$ cat config.mk
export PLATFORM = sky130hd
export DESIGN_NAME = alu_cmd_ctrl
export DESIGN_NICKNAME = d
export VERILOG_FILES = /design/src/rtl/alu_cmd_ctrl.sv
export SDC_FILE = /design/constraint.sdc
export NUM_CORES = 1
export LEC_CHECK = 0
export ABC_AREA = 1
export CAP_MARGIN = 20
export CORE_MARGIN = 2
export CORE_UTILIZATION = 45
export CTS_BUF_LIST = sky130_fd_sc_hd__clkbuf_4 sky130_fd_sc_hd__clkbuf_8 sky130_fd_sc_hd__clkbuf_16
export DETAILED_ROUTE_END_ITERATION = 10
export PLACE_DENSITY = 0.77
export SETUP_SLACK_MARGIN = 0.15
export SKIP_LAST_GASP = 1
export SLEW_MARGIN = 20
export SYNTH_ARGS = -nofsm -noshare
export SYNTH_HDL_FRONTEND = slang
export SYNTH_SLANG_ARGS = --single-unit
export TNS_END_PERCENT = 30
$ cat constraint.sdc
create_clock -name CLK -period 1.9 [get_ports CLK]
set_input_delay 0.38 -clock CLK [delete_from_list [all_inputs] [get_ports CLK]]
set_output_delay 0.38 -clock CLK [all_outputs]
set_load 0.01 [all_outputs]
$ cat src/rtl/alu_cmd_ctrl.sv
// Byte-stream command sequencer for the registered ALU: assembles A/B/FUN,
// pulses ALU_EN, captures the result and hands it to the transmitter.
module alu_cmd_ctrl #(
  parameter int                    DATA_WIDTH  = 8,
  parameter int                    FUNC_WIDTH  = 4,
  parameter logic [DATA_WIDTH-1:0] CMD_ALU_OPR = 8'hCC,
  parameter logic [DATA_WIDTH-1:0] CMD_ALU_NOP = 8'hDD,
  parameter int                    TIMEOUT     = 16
) (
  input  logic                  CLK,
  input  logic                  RST,
  input  logic [DATA_WIDTH-1:0] RX_DATA,
  input  logic                  RX_VALID,
  input  logic [DATA_WIDTH-1:0] ALU_OUT,
  input  logic                  ALU_OUT_VALID,
  output logic [DATA_WIDTH-1:0] ALU_A,
  output logic [DATA_WIDTH-1:0] ALU_B,
  output logic [FUNC_WIDTH-1:0] ALU_FUN,
  output logic                  ALU_EN,
  output logic [DATA_WIDTH-1:0] TX_DATA,
  output logic                  TX_VALID,
  input  logic                  TX_READY,
  output logic                  ERR,
  output logic                  BUSY
);
  localparam int CNT_W = $clog2(TIMEOUT + 1);

  typedef enum logic [2:0] {IDLE, GET_A, GET_B, GET_FUN, ISSUE, WAIT_ALU, SEND} state_t;

  state_t                state, state_nxt;
  logic [CNT_W-1:0]      cnt, cnt_nxt;
  logic [DATA_WIDTH-1:0] a_nxt, b_nxt, tx_data_nxt;
  logic [FUNC_WIDTH-1:0] fun_nxt;
  logic                  en_nxt, tx_valid_nxt, err_nxt, busy_nxt;
  logic                  timeout;
  logic                  is_cmd;

  // cnt counts cycles since ALU_EN, so ERR lands exactly TIMEOUT cycles after it
  assign timeout = (state == WAIT_ALU) && !ALU_OUT_VALID && (cnt == CNT_W'(TIMEOUT - 1));
  assign is_cmd  = (RX_DATA == CMD_ALU_OPR) || (RX_DATA == CMD_ALU_NOP);

  always_ff @(posedge CLK or negedge RST) begin
    if (!RST) state <= IDLE;
    else      state <= state_nxt;
  end

  always_comb begin
    state_nxt = state;
    case (state)
      IDLE: begin
        if (RX_VALID && RX_DATA == CMD_ALU_OPR)      state_nxt = GET_A;
        else if (RX_VALID && RX_DATA == CMD_ALU_NOP) state_nxt = GET_FUN;
      end
      GET_A:    if (RX_VALID) state_nxt = GET_B;
      GET_B:    if (RX_VALID) state_nxt = GET_FUN;
      GET_FUN:  if (RX_VALID) state_nxt = ISSUE;
      ISSUE:    state_nxt = WAIT_ALU;
      WAIT_ALU: begin
        if (ALU_OUT_VALID) state_nxt = SEND;
        else if (timeout)  state_nxt = IDLE;
      end
      SEND:     if (TX_READY) state_nxt = IDLE;
      default:  state_nxt = IDLE;
    endcase
  end

  always_comb begin
    a_nxt        = ALU_A;
    b_nxt        = ALU_B;
    fun_nxt      = ALU_FUN;
    tx_data_nxt  = TX_DATA;
    tx_valid_nxt = TX_VALID;
    cnt_nxt      = cnt;
    en_nxt       = 1'b0;
    err_nxt      = 1'b0;
    busy_nxt     = (state_nxt != IDLE);
    case (state)
      IDLE:  err_nxt = RX_VALID && !is_cmd;
      GET_A: if (RX_VALID) a_nxt = RX_DATA;
      GET_B: if (RX_VALID) b_nxt = RX_DATA;
      GET_FUN: begin
        if (RX_VALID) begin
          fun_nxt = RX_DATA[FUNC_WIDTH-1:0];
          en_nxt  = 1'b1;
          cnt_nxt = '0;
        end
      end
      ISSUE: begin
        err_nxt = RX_VALID;
        cnt_nxt = cnt + 1'b1;
      end
      WAIT_ALU: begin
        err_nxt = RX_VALID || timeout;
        cnt_nxt = cnt + 1'b1;
        if (ALU_OUT_VALID) begin
          tx_data_nxt  = ALU_OUT;
          tx_valid_nxt = 1'b1;
        end
      end
      SEND: begin
        err_nxt = RX_VALID;
        if (TX_READY) tx_valid_nxt = 1'b0;
      end
      default: ;
    endcase
  end

  always_ff @(posedge CLK or negedge RST) begin
    if (!RST) begin
      ALU_A    <= '0;
      ALU_B    <= '0;
      ALU_FUN  <= '0;
      ALU_EN   <= 1'b0;
      TX_DATA  <= '0;
      TX_VALID <= 1'b0;
      ERR      <= 1'b0;
      BUSY     <= 1'b0;
      cnt      <= '0;
    end else begin
      ALU_A    <= a_nxt;
      ALU_B    <= b_nxt;
      ALU_FUN  <= fun_nxt;
      ALU_EN   <= en_nxt;
      TX_DATA  <= tx_data_nxt;
      TX_VALID <= tx_valid_nxt;
      ERR      <= err_nxt;
      BUSY     <= busy_nxt;
      cnt      <= cnt_nxt;
    end
  end

endmodule

* Word level (Yosys, flattened, before mapping)
Cells that the tools add are included.
** Operators by class
- Equal/unequal tests :: 12
- Reduce and logical (&&, ||, !) cells :: 21
- $add $sub $neg :: 1
- Mux-type cells :: 17
** Operator list (number)
- 2-to-1 mux 3 bit :: 8
- case mux 3 bit (7 select lines) :: 1
- equality test 8 bit, second input constant :: 2
- case mux 5 bit (2 select lines) :: 1
- AND reduction 2 bit :: 5
- equality test 3 bit, second input constant :: 3
- equality test 3 x 2 -> 1 bit, second input constant :: 2
- inequality test 2 bit, second input constant :: 3
- adder 5 x 1 -> 5 bit, second input constant :: 1
- equality test 5 x 4 -> 1 bit, second input constant :: 1
- logical AND 1 bit :: 5
- 2-to-1 mux 5 bit :: 1
- 2-to-1 mux 1 bit :: 4
- nonzero test 2 bit :: 2
- OR reduction 2 bit :: 2
- equality test 3 x 1 -> 1 bit, second input constant :: 1
- logical NOT 3 bit :: 1
- case mux 1 bit (3 select lines) :: 1
- AND reduction 3 bit :: 1
- nonzero test 3 bit :: 1
- logical NOT 1 bit :: 2
- logical OR 1 bit :: 2
- case mux 1 bit (2 select lines) :: 1
** Storage, ports and cells
- Logic and storage cells :: 61
- Flip-flop bits (word level) :: 40
- Output and inout port bits :: 32
- Input bits :: 21

* Longest topological paths before layout
- Depth after elaboration :: 7
- Mapped depth :: 11
- Gate-level depth less buffers :: 11

* Worst setup path after synthesis
No wires, ideal clock.
- Kind :: flip-flop to flip-flop
- Start point :: reg cnt[0]
- End point :: reg BUSY
- Library setup time :: 0.120 ns
- Required time :: 1.780 ns
- Cell stages (with the launch flop) :: 10
- Arrival :: 1.262 ns
- Setup slack :: 0.518 ns
- Path buffers :: 0
- Period minus slack after synthesis :: 1.382 ns
- Path through :: dfrtp_1 ha_1 nand2_1 nor2_1 ha_1 inv_1 o21ai_0 nand4_1 nor2_1 nand2_1
** Between the ends
- Cells in the longest elaborated chain, start to end :: 6
** RTL lines
- start, declared :: line 31 : logic [CNT_W-1:0] cnt, cnt_nxt;
- start signal, assigned :: line 128 : cnt <= cnt_nxt;
- equality test 5 x 4 -> 1 bit :: line 39 : assign timeout = (state == WAIT_ALU) && !ALU_OUT_VALID && (cnt == CNT_W'(TIMEOUT - 1));
- logical AND 1 bit :: line 39
- 2-to-1 mux 3 bit :: line 60 : else if (timeout) state_nxt = IDLE;
- 2-to-1 mux 3 bit :: line 59 : if (ALU_OUT_VALID) state_nxt = SEND;
- case mux 3 bit (7 select lines) :: line 49 : case (state)
- named net state_nxt[2] :: line 30 : state_t state, state_nxt;
- nonzero test 3 bit :: line 76 : busy_nxt = (state_nxt != IDLE);
- named net busy_nxt :: line 34 : logic en_nxt, tx_valid_nxt, err_nxt, busy_nxt;
- end signal, assigned :: line 127 : BUSY <= busy_nxt;
- end, declared :: line 24 : output logic BUSY
The timed path passes the listed nets, and every way through them passes these cells.
A chain may end at the register's enable or synchronous reset.

* Worst setup path in the final report
- Start point :: reg ALU_A[3]
- End point :: out ALU_A[3]
** RTL lines
- start, declared :: line 16 : output logic [DATA_WIDTH-1:0] ALU_A,
- start signal, assigned :: line 120 : ALU_A <= a_nxt;
No word-level cell between the ends.

==> reports/metrics.cfg <==
[detailed_routing]
drtPass1Iterations=4
totalWireLength_um=3810
via_count=1445
viasPerCell=4.88
drtIter0Drc=102
drtAntennaViolNets=0
routedWlPerCell_um=12.9
drc=0

[yosys]
synthCells=186
yosys_warnings=0
ys_types=23
synth_top_area_frac=0.572
synth_area_leaders=dfrtp_1 (57%), nand2_1 (10%), o21ai_0 (5.7%)
ys_seq_area_frac=0.572
syn_nets=209
synth_area_leader_cell=dfrtp_1
ys_seq_elements=40
syn_area_um2=1750
synth_area_per_cell_um2=9.41

[min_path]
hp-class=input pin to async pin

[critical_path]
critPathMaxStageDelay_ns=0.55
crit_required_ns=1.52
criticalPathCategory=register to primary output
critPathCaptureType=primary output
path_max_fanout=2
slowest_stage=clkdlybuf4s50_1
critical_path.top_delay_family=buffers and inverters
path_buf_inv=1
cp.arrival_ns=1.21
path_cells=clkdlybuf4s50_1
start_kind=register

[power_and_ir_drop]
combPwrFrac=0.438
switchingPower_uw=1310
p_per_area_nw_per_um2=1560
p_int_uw=2540
power_leakage_uw=0.00116
pwr-share-clk=0.178
seqPwrFrac=0.383
swShare=0.340
vdd_drop_max_v=0.000825

[finish]
finalNetCount=270
drive_gt1_frac=0.149
fillCellCount=297
syn_to_final_growth_pct=41.3
regArea_um2=1000
antenna_cells=0
multi_input_area_um2=657

[sta]
finClkSkew_ns=0.00305
maxSlewViolCount=0
final.setup.worst_slack_ns=0.305
hold_violations=0
tns_ns=0
fmaxAchievable_mhz=627
setup_violations=0
min_period_over_period=0.839
timing.slew.headroom=0.662
fin_crit_ns=1.59
worst_pin_slew_ns=0.506
rsz0062_at_grt=false

[floorplan]
core-area_um2=3690
die_w_um=66.4
start_util=0.475
ios=53
fp.dieH_um=66.4
dieArea_um2=4400
rows=22

[place]
gp_congestion=0.867
place_ws_ns=0.196
numPortBuffers=52
hpwlAfterDp_um=2910

[global_routing]
grt_pass1_wl_um=6390
grt_max_degree=22
grt_use_total=0.196
antenna_found_initial=0
grt_pass1_vias=1434
overflow=0

[cts]
cts_inserted_buffers=5
cts_tree=built
h-tree-depth=2
clock_latency_ns=0.29
cts_sinks=40
postCtsHoldBufs=0
clk_pin_slew_ns=0.07
clockRootBuffer=clkbuf_8
cts_max_path_buffers=2

[flow_run]
maxCapViolations=0

[status]
status=finished, final reports clean

[layout make-up]
type                            instances  share of cell area
Clock buffer                            6              0.0309
Sequential cell                        40               0.405
Timing Repair Buffer                   58               0.232
Clock inverter                          2              0.0142
Tap cell                               48              0.0243
Multi-Input combinational cell        123               0.266
Inverter                               19              0.0288
[stage by stage]
step / total power (uW) / hold WS (ns) / area, um^2 / instances / utilization
after floorplan: 2320 / 0.0844 / 1750 / 186 / -
final: 3850 / 0.0508 / 2470 / 296 / 0.671
after global placement: 3120 / 0.377 / 2350 / 287 / 0.638
after global routing: 4130 / 0.0806 / 2470 / 296 / 0.671
after CTS: 3880 / 0.0590 / 2470 / 295 / 0.669
after detailed placement: 3180 / 0.373 / 2350 / 287 / 0.638
[cell usage after synthesis]
| cell | instances |
|---|---|
| o21ai_0 | 20 |
| nor2_2 | 1 |
| buf_2 | 2 |
| dfrtp_1 | 40 |
| nand3_1 | 7 |
| a21oi_1 | 1 |
| o22ai_1 | 2 |
| inv_1 | 16 |
| inv_2 | 3 |
| clkbuf_1 | 1 |
| nor2_4 | 2 |
| ha_1 | 2 |
| nand2_4 | 1 |
| o211ai_1 | 1 |
| buf_4 | 1 |
| mux2_2 | 8 |
| nand2_2 | 2 |
| nand2_1 | 48 |
| nand4_2 | 1 |
| nor2_1 | 14 |
| o21ai_2 | 4 |
| nand4_1 | 3 |
| nor3_1 | 6 |
[metal layers]
layer  wire length [um]  global-route usage
met1               1690               0.246
met2               1860               0.315
met3                159              0.0562
met4                 97              0.0842
met5                  0                   0
[sequential cells by signal (all words and copies together), names as in the netlist]
signal	count
ALU_B	8
cnt	5
TX_VALID	1
ALU_A	8
ALU_EN	1
ERR	1
ALU_FUN	4
state	3
BUSY	1
TX_DATA	8
[placed cells by master, fill, tap and decap left out, drive strengths merged]
master,count
clkdlybuf4s50,51
nand2,51
dfrtp,40
o21ai,24
inv,19
nor2,17
mux2,8
nand3,7
buf,7
nor3,6
clkbuf,6
nand4,4
o22ai,2
ha,2
o211ai,1
a21oi,1
clkinv,1
bufinv,1
[power by group through the flow]
stage	sequential (uW)	combinational (uW)	clock, uW
detailed placement	1490	1690	0
global placement	1480	1650	0
floorplan	1600	719	0
global route	1520	1860	743
finish	1480	1690	686
CTS	1480	1690	704
[cell families after synthesis]
logic type                 Yosys count  synth area share
adders and majority gates            2            0.0143
muxes                                8            0.0515
AOI/OAI and AO/OA                   28            0.0915
DFF                                 40             0.572
and+or+nand+nor                     85             0.218
buffers and inverters               23            0.0529
[final timing paths]
kind                                      start                   end  slack (ns)  cells past startpoint
max reg2reg                  cnt[0]$_DFFE_PN0P_        BUSY$_DFF_PN0_        0.35                     11
min reg2reg                TX_VALID$_DFFE_PN0P_  TX_VALID$_DFFE_PN0P_        0.48                      2
max in group asynchronous                   RST  TX_VALID$_DFFE_PN0P_        1.38                      2
max                        ALU_A[3]$_DFFE_PN0P_              ALU_A[3]        0.31                      1
min                                         RST  ALU_B[7]$_DFFE_PN0P_        0.05                      1
min in group CLK           TX_VALID$_DFFE_PN0P_  TX_VALID$_DFFE_PN0P_        0.48                      2
[timing repair]
item | in CTS | in global routing
buffers inserted | 0 | 1
setup endpoints to repair | 0 | 1
endpoints found under the hold margin | 0 | 0
resized for setup | 0 | 1
(Power assumes the default switching activity.)
